$ cat config.mk
export PLATFORM = sky130hd
export DESIGN_NAME = func_field_stage
export DESIGN_NICKNAME = d
export VERILOG_FILES = /design/src/rtl/func_field_stage.sv
export SDC_FILE = /design/constraint.sdc
export NUM_CORES = 1
export LEC_CHECK = 0
export BUFFER_PORTS_ARGS = -buffer_cell sky130_fd_sc_hd__clkbuf_2
export CORE_UTILIZATION = 45
export DETAILED_ROUTE_END_ITERATION = 10
export GPL_TIMING_DRIVEN = 0
export PLACE_DENSITY = 0.71
export SLEW_MARGIN = 20
export SYNTH_ARGS = -nofsm -noshare
export SYNTH_HDL_FRONTEND = slang
export SYNTH_SLANG_ARGS = --single-unit
$ cat constraint.sdc
create_clock -name CLK -period 2.42 [get_ports CLK]
set_input_delay 0.121 -clock CLK [delete_from_list [all_inputs] [get_ports CLK]]
set_output_delay 0.121 -clock CLK [all_outputs]
set_load 0.01 [all_outputs]
$ cat src/rtl/func_field_stage.sv
// func_field_stage: masks the func3/func7 fields of an instruction by its
// one-hot class code. It flags codes that are not one-hot as illegal. The
// masked entries pass through a 2-entry FIFO with a ready/valid handshake.
module func_field_stage #(
    parameter int                  CODE_W  = 10,
    parameter int                  F3_W    = 3,
    parameter int                  F7_W    = 7,
    parameter logic [CODE_W-1:0]   F3_ZERO = 10'h15B,
    parameter logic [CODE_W-1:0]   F7_PASS = 10'h004
) (
    input  logic              CLK,
    input  logic              RST_N,
    input  logic              FLUSH,
    input  logic              IN_VALID,
    output logic              IN_READY,
    input  logic [CODE_W-1:0] CODE,
    input  logic [F3_W-1:0]   INSN_F3,
    input  logic [F7_W-1:0]   INSN_F7,
    output logic              OUT_VALID,
    input  logic              OUT_READY,
    output logic [CODE_W-1:0] CODE_OUT,
    output logic [F3_W-1:0]   FUNC3,
    output logic [F7_W-1:0]   FUNC7,
    output logic              ILLEGAL
);

    typedef enum logic [1:0] {
        EMPTY = 2'd0,
        ONE   = 2'd1,
        FULL  = 2'd2
    } occ_e;

    typedef struct packed {
        logic [CODE_W-1:0] code;
        logic [F3_W-1:0]   f3;
        logic [F7_W-1:0]   f7;
        logic              illegal;
    } entry_t;

    occ_e   occ_q, occ_d;
    logic   head_q, head_d;
    logic   tail_q, tail_d;
    entry_t mem_q [2];
    entry_t mem_d [2];
    entry_t cap_entry;
    entry_t head_entry;
    logic   push;
    logic   pop;

    // Handshake flags come from the registered occupancy only, so OUT_READY has no path to IN_READY.
    assign IN_READY  = (occ_q != FULL);
    assign OUT_VALID = (occ_q != EMPTY);
    assign push      = IN_VALID && IN_READY;
    assign pop       = OUT_VALID && OUT_READY;

    // Mask the incoming fields at capture, so stored entries already hold the final values.
    always_comb begin
        // NOTE: every always_comb output gets a default first; a path that skips an assignment would infer a latch.
        cap_entry         = '0;
        cap_entry.code    = CODE;
        cap_entry.illegal = !$onehot(CODE);
        if (!cap_entry.illegal && ((CODE & F3_ZERO) == '0)) begin
            cap_entry.f3 = INSN_F3;
        end
        if (!cap_entry.illegal && ((CODE & F7_PASS) != '0)) begin
            cap_entry.f7 = INSN_F7;
        end
    end

    // Next occupancy, pointers and storage. FLUSH overrides any push or pop in the same cycle.
    always_comb begin
        occ_d  = occ_q;
        head_d = head_q;
        tail_d = tail_q;
        mem_d  = mem_q;
        if (FLUSH) begin
            occ_d  = EMPTY;
            head_d = 1'b0;
            tail_d = 1'b0;
        end else begin
            if (push) begin
                mem_d[tail_q] = cap_entry;
                tail_d        = ~tail_q;
            end
            if (pop) begin
                head_d = ~head_q;
            end
            unique case ({push, pop})
                2'b10:   occ_d = (occ_q == EMPTY) ? ONE : FULL;
                2'b01:   occ_d = (occ_q == FULL) ? ONE : EMPTY;
                default: occ_d = occ_q;
            endcase
        end
    end

    // Control state: occupancy and the head/tail pointers, both of which wrap modulo 2.
    always_ff @(posedge CLK or negedge RST_N) begin
        // NOTE: sequential state uses non-blocking assignments, so every flop samples the values from before the edge.
        if (!RST_N) begin
            occ_q  <= EMPTY;
            head_q <= 1'b0;
            tail_q <= 1'b0;
        end else begin
            occ_q  <= occ_d;
            head_q <= head_d;
            tail_q <= tail_d;
        end
    end

    // Entry storage.
    always_ff @(posedge CLK) begin
        // NOTE: the storage has no reset. Contents are only visible through OUT_VALID, and the outputs are gated below.
        mem_q <= mem_d;
    end

    // Present the head entry. Every output reads zero while the buffer is empty or in reset.
    always_comb begin
        head_entry = mem_q[head_q];
        CODE_OUT   = '0;
        FUNC3      = '0;
        FUNC7      = '0;
        ILLEGAL    = 1'b0;
        if (OUT_VALID) begin
            CODE_OUT = head_entry.code;
            FUNC3    = head_entry.f3;
            FUNC7    = head_entry.f7;
            ILLEGAL  = head_entry.illegal;
        end
    end

endmodule

==> metrics.md <==
| Metric | Value |
|---|---|
| Run status | `finished with violations` |
| Failing checks | `DRC, setup timing` |
| H-Tree Depth | `2` |
| Mean routed wirelength per cell | `around 15 um` |
| All-layer global routing usage | `0.163` |
| Worst path setup slack after routing | `-0.482 ns` |
| Area enclosed by the die boundary | `0.00499 sq mm` |
| TritonCTS clock tree | `built` |
| List of cells traversed by the critical path | `buf_8 > fa_1 > fa_1 > inv_1 > fa_1 > inv_2 > ha_4 > inv_2 > fa_2 > o2111a_2 > buf_6 > and3_4` |
| Pwr dens | `approximately 710 mW/mm^2` |
| Cell class contributing the biggest share of worst-path delay | `adder cells` |
| Unrepaired setup endpoints after global routing | `yes` |
| CTS Buf Count | `5` |
| Clock root cell | `clkbuf_8` |
| DRT iter0 DRCs | `93` |
| Crit path time final | `2.90 ns` |
| Maxcap violations | `0` |
| Final number of max-transition violations | `0` |
| Sequential element share of the synthesized area | `0.642` |
| Synth unique cells | `26` |
| Delay of the slowest cell on the worst path | `0.52 ns` |
| Fraction of power consumed by the clock network | `0.286` |
| Power share of the combinational group | `0.237` |
| Area of the placeable core | `about 0.0044 sq mm` |
| Required @ worst endpoint | `2.58 ns` |
| Number of buffers added on ports | `47` |
| Post-route clock skew | `0.0104 ns` |
| Final setup violation count | `22` |
| First-pass GRT wire length | `6110 um` |
| Path type of the worst setup path | `in2reg` |
| Number of hold-slack violations in the final timing report | `0` |
| Insertion delay to the later sink of the worst-skew pair | `0.30 ns` |
| Cell Rows | `24` |
| Relative contribution of sequential cells to total power | `0.477` |
| Antenna violations before repair | `0` |
| Arrival time worst endpoint | `3.07 ns` |
| Height of the die | `70.7 um` |
| Flop and latch count out of synthesis | `46` |
| Top post-synthesis cells by area | `edfxtp_1 (59%), mux2i_1 (9.9%), fa_1 (5.7%)` |
| Largest net degree at the start of global routing | `16` |
| Fraction of final layout cells with drive strength greater than 1 | `0.395` |
| Worst Max-Slew Pin Slew | `~0.51 ns` |
| Post-Route WL | `3880 um` |
| Nature of the critical path startpoint | `input pin` |
| Number of global-route vias before repair | `1,278` |
| Cell-internal power | `0.00144 W` |
| I/O Pins | `48` |
| Post-synthesis cell area | `0.00212 sq mm` |
| Fill count | `351` |
| Area growth from synthesis to layout | `28.2%` |
| Final clock period utilization by the worst path | `1.20` |
| Most frequent CP cell | `fa_1` |
| Design area | `between 0.002 and 0.003 sq mm` |
| Number of antenna-violating nets in the routed design | `0` |
| Min-Delay Path Class | `in2reg` |
| Post-synth top area share | `0.594` |
| Count of buffering cells on the critical path with inverters included | `5` |
| Clock sink count | `46` |
| Top cell type by total area after synthesis | `edfxtp_1` |
| Total overflow reported by the global router | `0` |
| Post-Syn Instances | `153` |
| Tightest slew margin relative to the limit | `0.657` |
| Warnings from Yosys | `0` |
| Worst voltage drop across the vdd grid | `0.442 mV` |
| Total Nets Final | `248` |
| Antenna fix cells | `0` |
| Highest-delay cell along the critical path | `fa_1` |
| Area post-placement | `roughly 0.0025 sq mm` |
| CP Max Fanout | `5` |
| Clock-pin transition on the worst setup and hold timing paths | `0.08 ns` |
| Vias per Instance | `4.96` |
| Average cell area after synthesis | `13.9 sq um` |
| Number of nets produced by synthesis | `approximately 190` |
| Count of vias placed by the detailed router | `1,324` |
| Switching power share of the total | `0.254` |
| Sum of negative setup slack | `-10.37 ns` |
| Power spent charging and discharging nets | `0.000490 W` |
| Kind of capture point of the worst setup path | `flop` |
| Number of search-and-repair iterations in the first detailed-routing pass | `7` |
| Initial Util | `0.477` |
| DRC violations left | `2` |
| Leak Pwr | `approximately 1.1 nW` |
| Maximum count of clock buffers along a single path | `2` |
| Fmax | `345 MHz` |
| Die width | `70.7 um` |
| HPWL after DPL | `2750 um` |
| Gpl congestion | `between 0.7 and 0.8` |
==> cell usage after synthesis (all sizes together) <==
cell    count
and3       10
or3         1
inv        17
a22oi       1
ha          3
buf         6
edfxtp     42
nor2b       1
mux2i      21
fa          6
dfrtp       4
nor2       26
o21ai       3
a211oi      1
o2111a      1
nor3        1
a21oi       2
nor3b       1
and4        1
nand2b      1
maj3        1
xor2        1
nand2       2
==> metrics by stage <==
stage / utilization / hold slack (ns) / power [W] / cells / setup slack, ns
2_1_floorplan: - / -0.175 / 0.00118 / 153 / -0.592
6_report: 0.612 / 0.0131 / 0.00193 / 267 / -0.482
5_1_grt: 0.612 / 0.000245 / 0.00202 / 267 / -0.569
4_1_cts: 0.601 / 0.0443 / 0.00189 / 264 / -0.495
3_5_place_dp: 0.561 / -0.0640 / 0.00132 / 254 / -0.902
3_3_place_gp: 0.548 / -0.0645 / 0.00129 / 252 / -0.836
==> power groups by stage <==
stage          combinational (W)  clock, W  sequential [W]
4_1_cts                 0.000411  0.000557        0.000921
3_5_place_dp            0.000377         0        0.000939
6_report                0.000457  0.000551        0.000921
2_1_floorplan           0.000247         0        0.000937
5_1_grt                 0.000507  0.000593        0.000923
3_3_place_gp            0.000352         0        0.000938
==> worst register-to-register path: stages, from the launching register on <==
cell	delay (ns)
dfrtp_1	0.41
nor2b_1	0.16
inv_1	0.08
nand2_1	0.12
nor3b_4	0.48
buf_8	0.24
==> path summary, 6_finish.rpt <==
| check | start | end | slack, ns | cells after the start |
|---|---|---|---|---|
| max in group asynchronous | RST_N | occ_q[1] | 2.12 | 2 |
| setup / recovery | CODE[1] | mem_q[27] | -0.48 | 12 |
| hold / removal | CODE[5] | mem_q[37] | 0.01 | 1 |
| setup reg to reg | occ_q[1] | mem_q[6] | 0.64 | 5 |
| hold reg to reg | tail_q | tail_q | 0.62 | 2 |
| min in group asynchronous | RST_N | occ_q[0] | 0.16 | 2 |
==> what timing repair did <==
item	in CTS	in global routing
cloned	0	1
endpoints found under the setup margin	22	22
pin swaps	1	6
buffers inserted	1	2
resized for setup	10	12
hold buffers	1	0
endpoints found under the hold margin	4	0
==> routing by layer <==
layer,routed length (um),track usage,up-vias
met4,48,0.0467,0
met2,1950,0.278,32
met1,1740,0.209,634
met5,0,0,-
li1,-,-,653
met3,146,0.0399,5
==> cell families (layout without fill, tap and decap cells) <==
family | Yosys count | in the layout | share of synthesized area
AND/OR/NAND/NOR | 44 | 44 | 0.0996
flip-flops | 46 | 46 | 0.642
adder cells (fa/ha/maj) | 10 | 10 | 0.0790
multiplexers | 21 | 21 | 0.0991
buffers and inverters | 23 | 85 | 0.0495
AO/OA/AOI/OAI | 8 | 8 | 0.0271
XOR/XNOR | 1 | 1 | 0.00413
==> cells in the final DEF, fill, tap and decap left out, drive strengths merged <==
| cell | netlist | layout |
|---|---|---|
| clkbuf | 0 | 49 |
| edfxtp | 42 | 42 |
| nor2 | 26 | 26 |
| mux2i | 21 | 21 |
| inv | 17 | 17 |
| buf | 6 | 15 |
| and3 | 10 | 10 |
| fa | 6 | 6 |
| dfrtp | 4 | 4 |
| o21ai | 3 | 3 |
| ha | 3 | 3 |
| nand2 | 2 | 2 |
| a21oi | 2 | 2 |
| clkinv | 0 | 2 |
| nor2b | 1 | 1 |
| nor3b | 1 | 1 |
| nor3 | 1 | 1 |
| a211oi | 1 | 1 |
| nand2b | 1 | 1 |
| o2111a | 1 | 1 |
| and4 | 1 | 1 |
| maj3 | 1 | 1 |
| xor2 | 1 | 1 |
| or3 | 1 | 1 |
| a22oi | 1 | 1 |
| bufinv | 0 | 1 |
| dlygate4sd3 | 0 | 1 |
==> sequential cells by signal (all words and copies together) (netlist names) <==
name	flops
mem_q	42
tail_q	1
head_q	1
occ_q	2
==> area by class of cell <==
| type | instances | area (sq um) | area share |
|---|---|---|---|
| plain buffers | 6 | 41.3 | 0.0152 |
| clock buffers | 5 | 68.8 | 0.0253 |
| clock inverters | 3 | 40.0 | 0.0147 |
| inverters | 17 | 63.8 | 0.0235 |
| multi-input cells | 84 | 732 | 0.269 |
| flip-flops and latches | 46 | 1360 | 0.500 |
| well taps | 52 | 65.1 | 0.0239 |
| repair buffers | 54 | 348 | 0.128 |
Note: power is estimated with default switching activity, not from simulation.
